**src/rtl/rx_word_aligner.sv**
```systemverilog
// rx_word_aligner: finds a sync pattern at any bit offset in the deserialized word stream.
// It locks after LOCK_COUNT consecutive hits at one offset, then emits realigned words.
// Bit 0 of every word is the earliest received bit.
module rx_word_aligner #(
  parameter int unsigned       WIDTH        = 16,
  parameter logic [WIDTH-1:0]  SYNC_PATTERN = 16'hA5F0,
  parameter int unsigned       LOCK_COUNT   = 4
) (
  input  logic                     clk,
  input  logic                     rst,
  input  logic [WIDTH-1:0]         din,
  input  logic                     din_valid,
  input  logic                     realign,
  output logic [WIDTH-1:0]         dout,
  output logic                     dout_valid,
  output logic                     locked,
  output logic [$clog2(WIDTH)-1:0] shift
);

  localparam int unsigned ShW  = $clog2(WIDTH);
  localparam int unsigned CntW = $clog2(LOCK_COUNT + 1);

  typedef enum logic [1:0] {
    StSearch = 2'b00,
    StVerify = 2'b01,
    StLocked = 2'b10
  } state_e;

  state_e             state_q;
  logic [WIDTH-1:0]   prev_q;
  logic [CntW-1:0]    cnt_q;
  logic [ShW-1:0]     shift_q;
  logic [WIDTH-1:0]   dout_q;
  logic               dout_valid_q;
  logic               locked_q;

  logic [2*WIDTH-1:0] cat;
  logic [WIDTH-1:0]   win_sel;
  logic [CntW-1:0]    cnt_inc;
  logic               hit;
  logic [ShW-1:0]     hit_idx;

  // Previous word sits in the low half so window(s) slides forward in time as s grows.
  assign cat     = {din, prev_q};
  assign win_sel = cat[shift_q +: WIDTH];
  assign cnt_inc = cnt_q + CntW'(1);

  // Priority search over all offsets; scanning downward leaves the lowest match selected.
  always_comb begin
    hit     = 1'b0;
    hit_idx = '0;
    for (int s = int'(WIDTH) - 1; s >= 0; s--) begin
      if (cat[s +: WIDTH] == SYNC_PATTERN) begin
        hit     = 1'b1;
        hit_idx = ShW'(s);
      end
    end
  end

  // Alignment FSM with registered outputs; realign overrides any match in the same cycle.
  always_ff @(posedge clk) begin
    if (rst) begin
      state_q      <= StSearch;
      prev_q       <= '0;
      cnt_q        <= '0;
      shift_q      <= '0;
      dout_q       <= '0;
      dout_valid_q <= 1'b0;
      locked_q     <= 1'b0;
    end else begin
      dout_valid_q <= 1'b0;
      if (din_valid) begin
        prev_q <= din;
      end
      if (realign) begin
        state_q  <= StSearch;
        cnt_q    <= '0;
        locked_q <= 1'b0;
      end else if (din_valid) begin
        case (state_q)
          StVerify: begin
            if (win_sel == SYNC_PATTERN) begin
              if (cnt_inc == CntW'(LOCK_COUNT)) begin
                state_q  <= StLocked;
                cnt_q    <= '0;
                locked_q <= 1'b1;
              end else begin
                cnt_q <= cnt_inc;
              end
            end else begin
              // The failing word is not re-searched; the next valid word starts afresh.
              state_q <= StSearch;
              cnt_q   <= '0;
            end
          end
          StLocked: begin
            dout_q       <= win_sel;
            dout_valid_q <= 1'b1;
          end
          default: begin
            // Covers StSearch and the unused encoding.
            state_q  <= StSearch;
            cnt_q    <= '0;
            locked_q <= 1'b0;
            if (hit) begin
              shift_q <= hit_idx;
              if (LOCK_COUNT == 1) begin
                state_q  <= StLocked;
                locked_q <= 1'b1;
              end else begin
                state_q <= StVerify;
                cnt_q   <= CntW'(1);
              end
            end
          end
        endcase
      end
    end
  end

  assign dout       = dout_q;
  assign dout_valid = dout_valid_q;
  assign locked     = locked_q;
  assign shift      = shift_q;

endmodule

```
**config.mk**
```make
export PLATFORM = sky130hd
export DESIGN_NAME = rx_word_aligner
export DESIGN_NICKNAME = d
export VERILOG_FILES = /design/src/rtl/rx_word_aligner.sv
export SDC_FILE = /design/constraint.sdc
export NUM_CORES = 1
export LEC_CHECK = 0
export ABC_AREA = 1
export CAP_MARGIN = 20
export CORE_ASPECT_RATIO = 0.9
export CORE_MARGIN = 2
export CORE_UTILIZATION = 60
export CTS_CLUSTER_DIAMETER = 60
export DETAILED_ROUTE_END_ITERATION = 6
export DONT_BUFFER_PORTS = 1
export PLACE_DENSITY = 0.73
export SYNTH_ARGS = -nofsm -noshare
export SYNTH_HDL_FRONTEND = slang
export SYNTH_SLANG_ARGS = --single-unit
```
**constraint.sdc**
```tcl
create_clock -name clk -period 3.6 [get_ports clk]
set_clock_uncertainty 0.1 [all_clocks]
set_input_delay 0.36 -clock clk [delete_from_list [all_inputs] [get_ports clk]]
set_output_delay 0.36 -clock clk [all_outputs]
set_load 0.01 [all_outputs]
```
* Yosys cells after proc, flatten, opt, wreduce, memory -nomap -nowiden
Index checks and enable logic that the tools add are counted.
** Storage, ports and cells
- Bits in latches :: 0
- Bits in writable memories :: 0
- Memory bits (read-only) :: 0
- Output and inout port bits :: 22
- Memories :: 0
- Bits in registers :: 43
- Logic and storage cells :: 88
** Cells by class
- Equality and inequality tests :: 23
- Mux-type cells :: 44
- Shifts and indexed selects :: 1
- $add $sub $neg :: 1
- Bitwise operators :: 4
- $mul :: 0
- Magnitude comparators :: 0
- Reductions and logical operators :: 8
- Div/mod/pow operators :: 0
** Operators by type and width (count)
- equality test 16 bit (second input constant) :: 17
- 2-to-1 mux 4 bit :: 16
- variable part select 32 x 5 -> 16 bit :: 1
- 2-to-1 mux 1 bit :: 21
- AND reduction 4 bit :: 2
- 2-to-1 mux 3 bit :: 2
- case mux 3 bit (2 select lines) :: 1
- AND reduction 3 bit :: 2
- 2-to-1 mux 2 bit :: 2
- inequality test 2 bit (second input constant) :: 2
- NOT 1 bit :: 4
- case mux 2 bit (2 select lines) :: 1
- OR reduction 2 bit :: 2
- adder 3 x 1 -> 3 bit (second input constant) :: 1
- equality test 3 bit (second input constant) :: 1
- inequality test 3 bit (second input constant) :: 1
- OR reduction 3 bit :: 1
- equality test 2 x 1 -> 1 bit (second input constant) :: 1
- equality test 2 bit (second input constant) :: 1
- case mux 1 bit (2 select lines) :: 1
- AND reduction 2 bit :: 1

* Longest topological paths before layout
Gate-level depths: netlist of run 1.
- Depth after elaboration :: 19
- Gate-level depth with buffers :: 16
- Depth with buffers taken out :: 15

* Least setup slack after synthesis of run 1
OpenSTA, ideal clock, no wires.
- Path type :: reg-to-reg
- Start point :: register shift_q[2] (netlist: shift[2])
- End point :: register state_q[0]
- Data required time :: 3.385 ns
- Path slack :: 1.649 ns
- Clock period less this slack :: 1.951 ns
- Stages on the path, launching flop included :: 14
- Library setup time :: 0.115 ns
- Arrival :: 1.736 ns
- Path through :: dfxtp_1 -> buf_2 -> clkbuf_1 -> nand3_1 -> nand2_1 -> nand2_1 -> nand2_1 -> nand2_1 -> nor2_1 -> nand2_1 -> nor2_2 -> nand3_1 -> a21oi_1 -> nor2_1
** On the way
- Cells in the longest elaborated chain, start to end :: 4
- Elaborated cells between the ends (all ways) :: 6
- Those cells by class :: eq/ne (2); shift (1); mux (2); reduce/logical (1)
** Ends and longest elaborated chain
- start, declared :: line 32 : logic [ShW-1:0] shift_q;
- start signal, assigned :: line 106 : shift_q <= hit_idx;
- variable part select 32 x 5 -> 16 bit (*) :: line 45 : assign win_sel = cat[shift_q +: WIDTH];
- equality test 16 bit (*) :: line 82 : if (win_sel == SYNC_PATTERN) begin
- inequality test 3 bit (no line) / 2-to-1 mux 2 bit (equally long branches)
- AND reduction 3 bit (no line) / case mux 2 bit (2 select lines) (equally long branches)
- end signal, assigned :: line 63 : state_q <= StSearch;
- end signal, assigned :: line 84 : state_q <= StLocked;
- end signal, assigned :: line 92 : state_q <= StSearch;
- end, declared :: line 29 : state_e state_q;
Mark *: on every way between the ends. The rest lies on a longest branch, timed or not.
A chain may end at the register's enable or synchronous reset.

* Worst setup path after layout of run 1
- Start point :: register shift_q[0] (netlist: shift[0])
- End point :: register state_q[0]
Same word-level chain as after synthesis.

==> results of run 1 <==
==> layout make-up <==
cell class	count	area (um^2)
clock buffers	6	82.58
clock inverters	2	35.03
fillers	570	2082
inverters	55	206.4
multi-input cells	518	2381
flip-flops and latches	43	860.8
well taps	70	87.58
repair buffers	3	22.52
==> worst max path at each step <==
stage	startpoint	endpoint	cells past startpoint
floorplan	shift[2]	state_q[0]	13
global placement	shift[0]	state_q[0]	15
detailed placement	shift[0]	state_q[1]	15
CTS	shift[0]	state_q[0]	15
global route	shift[0]	state_q[1]	14
finish	shift[0]	state_q[0]	15
==> cells in the final DEF (no fill, tap or decap) <==
cell       instances
nand2_1          171
nand3_1          141
nor2_1            76
inv_1             51
dfxtp_1           43
o21ai_0           39
a21oi_1           30
nand4_1           20
nor3_1            11
a31oi_1            8
clkbuf_8           6
inv_2              4
nor4_1             4
ha_1               4
o21ai_1            3
nand3b_1           3
buf_4              3
a211oi_1           2
nor2_2             1
a21boi_0           1
nor3_2             1
or2_2              1
nor3b_1            1
o211ai_1           1
bufinv_16          1
clkinv_2           1
==> sequential cells by signal, indices dropped and copies added (netlist names) <==
name / cells
dout: 16
shift: 4
cnt_q: 3
locked: 1
prev_q: 16
state_q: 2
dout_valid: 1
==> worst max-delay path, delay by kind of cell, from the launching register on <==
kind | cells | cell delay, ns
buf+inv | 2 | 0.62
simple gates | 12 | 1.34
compound gates | 1 | 0.15
flops | 1 | 0.31
==> layer usage <==
metal | vias up | part of all wire | track usage
li1 | 2131 | - | -
met1 | 1947 | 0.43 | 0.5268
met2 | 303 | 0.41 | 0.5039
met3 | 37 | 0.13 | 0.09468
met4 | 0 | 0.027 | 0.1476
met5 | - | 0 | 0
==> logic make-up after synthesis <==
kind of cell,share of synthesized area
simple gates,0.5232
buf+inv,0.1028
compound gates,0.1219
flops,0.2382
fa+ha+maj,0.01385
==> power by group through the flow <==
| stage | clock (mW) | sequential (mW) | combinational [mW] |
|---|---|---|---|
| 2_1_floorplan | 0 | 0.514 | 0.131 |
| 3_3_place_gp | 0 | 0.536 | 0.138 |
| 3_5_place_dp | 0 | 0.536 | 0.141 |
| 4_1_cts | 0.405 | 0.525 | 0.142 |
| 5_1_grt | 0.428 | 0.529 | 0.169 |
| 6_report | 0.406 | 0.528 | 0.147 |
==> stage by stage <==
step | hold WS [ns] | std cells
after floorplan | 0.3291 | 652
after global placement | 0.3323 | 689
after detailed placement | 0.3334 | 689
after CTS | 0.01016 | 697
after global routing | 0.007716 | 697
final | 0.01043 | 697
==> metrics.csv, run 1 <==
metric,value,unit
status,"complete, but fails checks",
violated checks,DRC,
synthesized area,3613,um^2
P per Cell Area,293.9,nW/um^2
H-tree depth,2,
Crit Path Class,reg -> reg,
Synth async-reset ratio,0,
die area,6660,um^2
Hold Buf Count CTS,0,
GPL Wtd Cong,0.9647,
most used flip-flop cell after synthesis,dfxtp_1,
hold_sp,rst,
CTS tree,yes,
mean area per synthesized cell,5.542,um^2
final setup fails,0,
Final Hold Vio Count,0,
Layout Nets,650,
CTS resizes,0,
Rel. slew slack,0.4240,
Int Power,0.7645,mW
slowest CP cell,inv_2,
Leak,1.641,nW
post-route minimum period,2.634,ns
Vias,4418,
CP endpoint kind,flop,
Worst IR Drop VDD,0.2490,mV
Reg2Reg Depth,15,
WP data required,3.70,ns
Worst-path clk slew,0.09,ns
switching share of power,0.2923,
PnR worst setup slack,0.9659,ns
Initial Util,0.6276,
DRT Pass-1 Iters,7,
"antenna viol nets, final",0,
Gate power share,0.136,
Tot GR Track Use,0.3629,
worst-path fanout max,33,
Setup TNS Final,0,ns
clk sinks,43,
clock tree buffer depth,2,
number of flops mapped to enable cells by yosys,0,
Cells after Synth,652,
Synth area leader,dfxtp_1,
# IOs,42,
Vias/cell,6.339,
vias in the first global route,3890,
register area share after synthesis,0.2382,
Switch Pwr,0.3158,mW
number of port buffers,0,
Die Span X,85.80,um
DRT Wirelength,11730,um
Slew @ Worst Pin,0.8631,ns
max_cap viols,0,
"setup slack, reg-to-reg",0.97,ns
fin crit share,0.7317,
share of the synthesized area in the top cell type,0.2382,
core area,5758,um^2
Worst Hold Path Cells,1,
Post-DP Area,3558,um^2
Hold Path Sink,shift[1],
worst min-delay path class,in -> reg,
"Clk Latency, worst-skew pair",0.30,ns
"critical path, cell by cell",buf_4 > inv_2 > nand2_1 > nand3_1 > nand3_1 > nand2_1 > nand2_1 > nand2_1 > nand2_1 > nor2_1 > nand2_1 > nor2_2 > nand3_1 > a21oi_1 > nor2_1,
WL/cell,16.83,um
crit path DAT,2.74,ns
first-pass GRT wire length,19330,um
share of cells above drive strength 1,0.02871,
R2R Path End,state_q[0],
RSZ-0062 raised after global routing,no,
Die Ht,77.62,um
Synth top cells by count,"nand2_1 (171), nand3_1 (141), nor2_1 (76)",
critical path launch point type,flop,
row count,26,
DRC errors left,1,
worst flop-to-flop path startpoint,shift[0],
largest net degree at the start of global routing,34,
FMAX,379.6,MHz
top post-synthesis cells by area,"dfxtp_1 (24%), nand3_1 (20%), nand2_1 (18%), nor2_1 (7.9%), o21ai_0 (5.4%)",
Post-CTS Setup Inserts,0,
most common cell in the synthesized netlist,nand2_1,
Detail Placement HPWL,8611,um
Ys Warns,0,
count of final max-slew check failures,0,
initial antenna violation count,0,
dpl ws,1.073,ns
register share of total power,0.489,
CP dominant cell by count,nand2_1,
Final Cell Area,3676,um^2
Synth cell types,26,
root buffer cell,clkbuf_8,
Seq cells post-synth,43,
1st-iter DRT viols,762,
GRT overflow,0,
Layout area overhead,1.731,%
"Core Util, Final",0.6384,
Clock power frac,0.375,
syn_nets,676,
Inserted Clock Buffers,5,
CP peak stage delay,0.39,ns
total power,1.080,mW
# diodes,0,
Note: power is estimated with default switching activity, not from simulation.
==> inputs of run 2 (changes only) <==
--- a/config.mk
+++ b/config.mk
@@ -5,11 +5,11 @@
 export SDC_FILE = /design/constraint.sdc
 export NUM_CORES = 1
 export LEC_CHECK = 0
-export ABC_AREA = 1
+export ABC_AREA = 0
 export CAP_MARGIN = 20
 export CORE_ASPECT_RATIO = 0.9
 export CORE_MARGIN = 2
-export CORE_UTILIZATION = 60
+export CORE_UTILIZATION = 58
 export CTS_CLUSTER_DIAMETER = 60
 export DETAILED_ROUTE_END_ITERATION = 6
 export DONT_BUFFER_PORTS = 1
==> constraint.sdc (replaced) <==
create_clock -name clk -period 2.15 [get_ports clk]
set_clock_uncertainty 0.1 [all_clocks]
set_input_delay 0.215 -clock clk [delete_from_list [all_inputs] [get_ports clk]]
set_output_delay 0.215 -clock clk [all_outputs]
set_load 0.01 [all_outputs]
==> metrics.csv, run 2 <==
metric,value,unit,change
Synth async-reset ratio,0,,unchanged
syn_nets,389,,was 676
H-tree depth,2,,unchanged
Layout Nets,500,,was 650
Placed Cells,492,,was 689
Vias,4028,,was 4418
max_cap viols,0,,unchanged
Slew @ Worst Pin,0.7254,ns,was 0.8631 ns
Initial Util,0.5929,,was 0.6276
"antenna viol nets, final",0,,unchanged
Synth top cells by count,"dfxtp_1 (43), nor2_1 (43), nand2_1 (39)",,"was nand2_1 (171), nand3_1 (141), nor2_1 (76)"
GRT overflow,0,,unchanged
share of the synthesized area in the top cell type,0.2580,,was 0.2382
Register Area,889.6,um^2,was 860.8 um^2
synthesized area,3337,um^2,was 3613 um^2
GPL Wtd Cong,1.001,,was 0.9647
"most common cell after layout, fill and taps aside",buf_4,,was nand2_1
Detail Placement HPWL,7652,um,was 8611 um
Final Hold Vio Count,0,,unchanged
Ys Warns,0,,unchanged
mean area per synthesized cell,9.142,um^2,was 5.542 um^2
WP data required,2.25,ns,was 3.70 ns
"Clk Latency, worst-skew pair",0.32,ns,was 0.30 ns
Tot GR Track Use,0.4042,,was 0.3629
first-pass GRT wire length,20200,um,was 19330 um
Post-DP Area,3968,um^2,was 3558 um^2
slowest CP cell,mux4_2,,was inv_2
DRT Pass-1 Iters,6,,was 7
# IOs,42,,unchanged
fin crit share,1.226,,was 0.7317
row count,26,,unchanged
FMAX,379.5,MHz,was 379.6 MHz
largest net degree at the start of global routing,39,,was 34
P per Cell Area,371.1,nW/um^2,was 293.9 nW/um^2
Inserted Clock Buffers,5,,unchanged
core area,5628,um^2,was 5758 um^2
Leak,1.847,nW,was 1.641 nW
WL/cell,27.07,um,was 16.83 um
top post-synthesis cells by area,"dfxtp_1 (26%), mux4_2 (11%), mux4_1 (7.9%), nor4bb_1 (7.8%), mux2i_1 (7.5%)",,"was dfxtp_1 (24%), nand3_1 (20%), nand2_1 (18%), nor2_1 (7.9%), o21ai_0 (5.4%)"
CP endpoint kind,flop,,unchanged
worst-path fanout max,7,,was 33
Cells after Synth,365,,was 652
Rel. slew slack,0.5153,,was 0.4240
Synth area leader,dfxtp_1,,unchanged
worst min-delay path class,in -> reg,,unchanged
"critical path, cell by cell",buf_6 > mux4_2 > buf_6 > mux4_2 > o2111ai_2 > nor4_4 > buf_4 > o221a_1,,was buf_4 > inv_2 > nand2_1 > nand3_1 > nand3_1 > nand2_1 > nand2_1 > nand2_1 > nand2_1 > nor2_1 > nand2_1 > nor2_2 > nand3_1 > a21oi_1 > nor2_1
clk sinks,43,,unchanged
register area share after synthesis,0.2580,,was 0.2382
share of cells above drive strength 1,0.4307,,was 0.02871
Synth cell types,49,,was 26
"Core Util, Final",0.8824,,was 0.6384
status,"complete, but fails checks",,unchanged
"commonest cells after routing, fill and taps aside","buf_4 (84), nor2_1 (40), nand2_1 (36), dlygate4sd3_1 (31), dfxtp_1 (30)",,"was nand2_1 (171), nand3_1 (141), nor2_1 (76), inv_1 (51), dfxtp_1 (43)"
total power,1.843,mW,was 1.080 mW
# diodes,0,,unchanged
Worst IR Drop VDD,0.3799,mV,was 0.2490 mV
number of flops mapped to enable cells by yosys,0,,unchanged
Die Ht,75.96,um,was 77.62 um
Layout area overhead,48.82,%,was 1.731%
1st-iter DRT viols,583,,was 762
DRC errors left,0,,was 1
final std cells w/o fill,546,,was 697
post-route minimum period,2.635,ns,was 2.634 ns
die area,6377,um^2,was 6660 um^2
CTS tree,yes,,unchanged
final setup fails,15,,was 0
clock tree buffer depth,2,,unchanged
initial antenna violation count,1,,was 0
crit path DAT,2.73,ns,was 2.74 ns
DRT Wirelength,14780,um,was 11730 um
count of final max-slew check failures,0,,unchanged
violated checks,setup timing,,was DRC
Hold Slack,0.007623,ns,was 0.01043 ns
CP peak stage delay,0.56,ns,was 0.39 ns
Seq cells post-synth,43,,unchanged
vias in the first global route,3800,,was 3890
Worst-path clk slew,0.09,ns,about the same
Die Span X,83.96,um,was 85.80 um
# fillers,263,,was 570
Crit Path Class,reg -> reg,,unchanged
Final Cell Area,4966,um^2,was 3676 um^2
RSZ-0062 raised after global routing,yes,,was no
critical path launch point type,flop,,unchanged
number of port buffers,0,,unchanged
most used flip-flop cell after synthesis,dfxtp_1,,unchanged
Vias/cell,7.377,,was 6.339
PnR worst setup slack,-0.4850,ns,was 0.9659 ns
multi-input logic area,2725,um^2,was 2381 um^2
root buffer cell,clkbuf_8,,unchanged
## run 2: critical path, delay by kind of cell, from the launching register on
family | cells | cell delay (ns)
flops | 1 | 0.43
mux | 2 | 1.06
compound gates | 2 | 0.37
buf+inv | 3 | 0.48
simple gates | 1 | 0.07
## run 2: where the power goes
part	internal, mW	switching [mW]	leakage (nW)	total, mW
clock	0.253	0.312	0.0470	0.565
combinational	0.245	0.172	1.44	0.417
sequential	0.813	0.0477	0.356	0.861
total	1.31	0.532	1.85	1.84
## run 2: what timing repair did
item | in CTS | in global routing
pin swaps | 12 | 19
buffers inserted | 9 | 8
endpoints found under the hold margin | 38 | 1
endpoints found under the setup margin | 13 | 16
resized for setup | 41 | 71
hold buffers | 31 | 1
## run 2: per-layer routing
layer / track usage / vias up / share of wire
met3: 0.06972 / 167 / 0.13
met2: 0.6640 / 409 / 0.44
li1: - / 1613 / -
met1: 0.4724 / 1837 / 0.32
met5: 0 / - / 0.00088
met4: 0.2968 / 2 / 0.11
## run 2: layout make-up
cell class	instances	share of cell area
Multi-Input combinational cell	290	0.5488
Timing Repair Buffer	132	0.2338
Sequential cell	43	0.1791
Tap cell	70	0.01764
Clock buffer	6	0.01663
Inverter	4	0.003023
Clock inverter	1	0.001008
## run 2: path summary, 6_finish.rpt
kind              from          to  slack [ns]  depth (start not counted)
max           shift[1]  state_q[1]       -0.49                          8
min          din_valid   prev_q[4]       0.008                          2
max reg2reg   shift[1]  state_q[1]       -0.49                          8
min reg2reg    dout[9]     dout[9]        0.40                          2
## run 2: stage by stage
| step | worst slack (ns) | setup TNS (ns) |
|---|---|---|
| floorplan | -0.2529 | -1.316 |
| global placement | -0.3822 | -2.429 |
| detailed placement | -0.4242 | -2.875 |
| CTS | -0.3054 | -1.466 |
| global route | -0.5537 | -4.464 |
| finish | -0.4850 | -3.398 |
## run 2: logic make-up (layout without fill, tap and decap cells)
logic type	Yosys count	after routing	synth area share
AOI/OAI and AO/OA	70	70	0.1354
xor gates and xnor gates	1	1	0.002625
adders and majority gates	4	4	0.01500
buffers and inverters	32	143	0.04462
DFF	43	43	0.2580
muxes	53	53	0.2685
and+or+nand+nor	162	162	0.2760
